## src/rtl/data_mem_pkg.sv

```systemverilog
// data_mem_pkg: shared FSM state type and width constants for data_mem_resp.
package data_mem_pkg;
  localparam int CNT_W = 3;
  localparam int DATA_W = 16;
  typedef enum logic [1:0] {IDLE, WAIT, RESP} state_t;
endpackage

```

## src/rtl/dmem_array.sv

```systemverilog
// dmem_array: reset-less synchronous-write word array with a registered, clearable read port.
module dmem_array
  import data_mem_pkg::*;
#(
  parameter int ADDR_W = 8
) (
  input  logic              clk,
  input  logic              i_we,
  input  logic              i_re,
  input  logic              i_clr,
  input  logic [ADDR_W-1:0] i_addr,
  input  logic [DATA_W-1:0] i_wdata,
  output logic [DATA_W-1:0] o_rdata
);
  logic [DATA_W-1:0] r_mem [2**ADDR_W];
  logic [DATA_W-1:0] r_rdata;
  always_ff @(posedge clk)
    if (i_we) r_mem[i_addr] <= i_wdata;
  // only the read register is cleared; storage keeps whatever was written
  always_ff @(posedge clk)
    r_rdata <= i_clr ? '0 : i_re ? r_mem[i_addr] : r_rdata;
  assign o_rdata = r_rdata;
endmodule

```

## src/rtl/data_mem_resp.sv

```systemverilog
// data_mem_resp: wait-state data memory responder (IDLE/WAIT/RESP FSM).
// Define DATA_MEM_OOR_ERR_EN to flag and suppress accesses with nonzero upper address bits.
module data_mem_resp
  import data_mem_pkg::*;
#(
  parameter int ADDR_W   = 8,
  parameter int WAIT_CYC = 1
) (
  input  logic              clk,
  input  logic              nreset,
  input  logic              dReq,
  input  logic              dWe,
  input  logic [15:0]       dAddr,
  input  logic [DATA_W-1:0] dOut,
  output logic [DATA_W-1:0] dIn,
  output logic              dRdy,
  output logic              dErr
);
  localparam logic [CNT_W-1:0] LOAD = CNT_W'(WAIT_CYC == 0 ? 0 : WAIT_CYC - 1);
  state_t r_st, w_nxt;
  logic [CNT_W-1:0] r_cnt, w_cnt;
  logic r_we, r_rdy, r_err;
  logic [15:0] r_addr;
  logic [DATA_W-1:0] r_wdata, w_wdata, w_rdata;
  logic [15:0] w_addr;
  logic w_idle, w_we, w_go, w_oor;
  always_comb begin
    w_nxt = r_st;
    w_cnt = r_cnt;
    case (r_st)
      IDLE: if (dReq) begin
        w_nxt = WAIT_CYC == 0 ? RESP : WAIT;
        w_cnt = LOAD;
      end
      WAIT: begin
        w_nxt = r_cnt == '0 ? RESP : WAIT;
        w_cnt = r_cnt == '0 ? '0 : r_cnt - CNT_W'(1);
      end
      default: w_nxt = IDLE;
    endcase
  end
  // with zero wait states the access commits at the accept edge, so use live inputs in IDLE
  assign w_idle  = r_st == IDLE;
  assign w_we    = w_idle ? dWe : r_we;
  assign w_addr  = w_idle ? dAddr : r_addr;
  assign w_wdata = w_idle ? dOut : r_wdata;
  assign w_go    = nreset && w_nxt == RESP;
`ifdef DATA_MEM_OOR_ERR_EN
  assign w_oor = |w_addr[15:ADDR_W];
`else
  logic w_unused;
  assign w_oor    = 1'b0;
  assign w_unused = ^w_addr[15:ADDR_W];
`endif
  always_ff @(posedge clk)
    if (!nreset) begin
      r_st  <= IDLE;
      r_cnt <= '0;
      r_rdy <= 1'b0;
      r_err <= 1'b0;
    end else begin
      r_st  <= w_nxt;
      r_cnt <= w_cnt;
      r_rdy <= w_go;
      r_err <= w_go && w_oor;
    end
  always_ff @(posedge clk)
    if (w_idle && dReq) begin
      r_we    <= dWe;
      r_addr  <= dAddr;
      r_wdata <= dOut;
    end
  dmem_array #(.ADDR_W(ADDR_W)) u_array (
    .clk     (clk),
    .i_we    (w_go && w_we && !w_oor),
    .i_re    (w_go && !w_we && !w_oor),
    .i_clr   (!nreset || (w_go && !w_we && w_oor)),
    .i_addr  (w_addr[ADDR_W-1:0]),
    .i_wdata (w_wdata),
    .o_rdata (w_rdata)
  );
  assign dIn  = w_rdata;
  assign dRdy = r_rdy;
  assign dErr = r_err;
endmodule
```

## config.mk

```make
export PLATFORM = sky130hd
export DESIGN_NAME = data_mem_resp
export DESIGN_NICKNAME = d
export VERILOG_FILES = /design/src/rtl/data_mem_pkg.sv /design/src/rtl/dmem_array.sv /design/src/rtl/data_mem_resp.sv
export SDC_FILE = /design/constraint.sdc
export NUM_CORES = 2
export LEC_CHECK = 0
export BUFFER_PORTS_ARGS = -buffer_cell sky130_fd_sc_hd__buf_2
export CORE_MARGIN = 4
export CORE_UTILIZATION = 38
export CTS_BUF_LIST = sky130_fd_sc_hd__clkbuf_8
export DETAILED_ROUTE_END_ITERATION = 6
export GPL_TIMING_DRIVEN = 1
export PLACE_DENSITY = 0.6
export SYNTH_ARGS = -nofsm -noshare
export SYNTH_HDL_FRONTEND = slang
export SYNTH_HIERARCHICAL = 1
export SYNTH_SLANG_ARGS = --single-unit
export TNS_END_PERCENT = 20
```

## constraint.sdc

```tcl
create_clock -name clk -period 7.29 [get_ports clk]
set_clock_uncertainty 0.1 [all_clocks]
set_input_delay 0 -clock clk [delete_from_list [all_inputs] [get_ports clk]]
set_output_delay 0 -clock clk [all_outputs]
set_load 0.01 [all_outputs]
```

==> flow_metrics.tcl <==
set metrics [dict create \
    status "complete, no violations" \
    setup_slack_ns 1.41 \
    numCtsBuffers 646 \
    min_to "r_addr[3]" \
    critPathCaptureType "flip-flop" \
    overflow 0 \
    dp_slack_ns 1.54 \
    dieArea_um2 427000 \
    portBuffers 44 \
    grt_start_max_net_pins 190 \
    fmaxAchievable_ghz 0.170 \
    drt-initial-drc-count 10500 \
    power_frac_clock_pct 35.6 \
    grt.busiest_layer "met2" \
    grt_pass1_vias 79600 \
    r2r-end "u_array/r_mem[85][10]" \
    p_comb_share_pct 10.2 \
    slew_viol_final 0 \
    worst-setup-path-type "reg2reg" \
    slowest_delay_ns 0.99 \
    syn_area_per_cell_um2 22.2 \
    grt_use_met3_pct 3.84 \
    post_cts_resized 0 \
    path_clk_slew_ns 0.06 \
    tns_ns 0 \
    final_nets 7960 \
    leakage_nw 56.4 \
    hold_viol 0 \
    netSwitchingPower_mw 12.4 \
    max-slew-margin-rel_pct 10.1 \
    synthCells 7122 \
    ys_top_cells_by_area "edfxtp_1 (78%), mux4_2 (13%), mux2i_1 (1.3%)" \
    min_path_cells 3 \
    gp_congestion 0.846 \
    cts_tree "yes" \
    synth_ff_type "edfxtp_1" \
    hp-start "dAddr[3]" \
    area_growth_pct 13.5 \
    crit_fanout 98 \
    numClockSinks 4143 \
    ys_seq_elements 4143 \
    synth_warnings 6 \
    finalSetupViolCount 0 \
    start_util_pct 38.2 \
    dp_hpwl_um 254000 \
    rrSetupSlack_ns 1.41 \
    synth-edff-count 4121 \
    power_frac_seq_pct 54.1 \
    sw_frac_of_total_pct 25.1 \
    p_per_area_nw_per_um2 276 \
    grt.met1_usage_pct 27.2 \
    maxCapViolCount 0 \
    synthDistinctLibCells 76 \
    netlist.area_leader.share_pct 78.3 \
    htreeDepth 6 \
    p_int_mw 37.1 \
    wl_per_cell_um 30.9 \
    use_met2_pct 31.5 \
    cp_cell_sequence "nor2_4 > mux2_8 > buf_12 > nor2b_1 > nand3_2 > nor2_1 > buf_4" \
    arrival_ns 6.65 \
    cts-root-buf "clkbuf_8" \
    syn_area_um2 158000 \
    min_path_type "in2reg" \
    grt_pass1_wl_um 604000 \
    fp.dieW_um 653 \
    num_vias 79400 \
    routed_wl_um 429000 \
    utilization_pct 43.4 \
    required_ns 8.06 \
    r2r_cells 7 \
    reg2reg_from "r_st[1]" \
    core_area_um2 414000 \
    firstDrtPassIters 6 \
    async_flop_share_pct 0 \
    period_share_pct 80.7 \
    cpMaxStageDelayCell "nor2_1" \
    rows 236 \
    final_antenna_net_count 0 \
    track_usage_pct 19.7 \
    yosysTopAreaCell "edfxtp_1" \
    hold-worst-slack_ns 0.175 \
    ios 54 \
    die_h_um 653 \
    cp-start-kind "flip-flop" \
    synth.most_common_cell "edfxtp_1" \
    vias_per_cell 5.72 \
    cts_buffer_depth 4 \
    period_needed_ns 5.88 \
    rsz0062_at_grt "false" \
    syn_nets 7158 \
    drc_errors 0 \
    ys_top_cells_by_count "edfxtp_1 (4121), mux4_2 (934), nor2_1 (307), o22ai_1 (239), mux2i_1 (212)" \
    ir_drop_mv 0.189 \
    drive_gt1_share_pct 28.2 \
    antenna_found_initial 16 \
    ys_seq_area_share_pct 78.5 \
    clk_latency_ns 1.19 \
    worstMarginPinSlew_ns 1.35 \
]
-- how the worst max path moves through the flow --
stage	to	startpoint	slack, ns
after global routing	u_array/o_rdata[10]	r_st[1]	1.22
after floorplan	u_array/r_mem[0][14]	r_st[1]	2.56
after global placement	u_array/o_rdata[10]	r_st[1]	1.63
after detailed placement	u_array/o_rdata[10]	r_st[1]	1.54
final	u_array/r_mem[85][10]	r_st[1]	1.41
after CTS	u_array/o_rdata[10]	r_st[1]	1.53
-- through the flow --
step	cells	power, mW	instance area [um^2]
2_1_floorplan	7122	30.3	158000
3_3_place_gp	12700	32.3	167000
3_5_place_dp	12700	32.4	167000
4_1_cts	13900	50.0	180000
5_1_grt	13900	51.3	180000
6_report	13900	49.5	180000
-- per-layer routing --
layer	up-vias	part of all wire [%]
met5	-	0.0044
met4	4	3.5
met3	702	8.5
met2	3906	48
met1	42700	40
li1	32000	-
-- what timing repair did --
action / CTS / global route
hold buffers: 73 / 0
endpoints found under the hold margin: 1751 / 0
setup endpoints to repair: 0 / 0
buffers inserted: 0 / 0
-- power by group through the flow --
stage / Sequential (mW) / Clock (mW) / Combinational (mW)
floorplan: 27.3 / 0 / 2.99
global placement: 27.3 / 0 / 4.97
detailed placement: 27.3 / 0 / 5.07
CTS: 26.8 / 18.1 / 5.11
global route: 26.8 / 19.2 / 5.31
finish: 26.8 / 17.7 / 5.07
-- layout make-up --
cell class	instances	area, um^2
multi-input combinational	2555	32400
inverter	6	25.0
fill	35300	234000
timing repair buffer	572	4670
sequential	4143	124000
antenna	8	20.0
clock buffer	656	9030
tap	5474	6850
clock inverter	471	2420
-- worst max-delay path, delay by kind of cell, from the launching register on --
kind                   cells  cell delay [ns]
and+or+nand+nor            4             3.16
buffers and inverters      2             0.70
muxes                      1             0.64
DFF                        1             0.42
-- state kept, by name (all words and copies together) (netlist names) --
register         flops
r_we                 1
u_array/o_rdata     16
r_cnt                3
r_st                 2
r_wdata             16
u_array/r_mem     4096
dRdy                 1
r_addr               8
-- cell usage in the layout (no fill, tap or decap), types with 108 or more instances in the layout --
cell type	n
a22oi_1	108
mux2i_1	212
edfxtp_1	4121
clkinv_1	137
clkbuf_8	656
nor2_1	244
o22ai_1	239
inv_1	245
buf_4	431
mux4_2	934
nand2_1	128
-- cells by family after synthesis --
family | count (synthesis) | synth area share, %
muxes | 1180 | 14.9
DFF | 4143 | 78.5
other | 1 | 0.00237
AOI/OAI and AO/OA | 661 | 2.94
and+or+nand+nor | 713 | 2.12
buffers and inverters | 424 | 1.52
(Power assumes the default switching activity.)
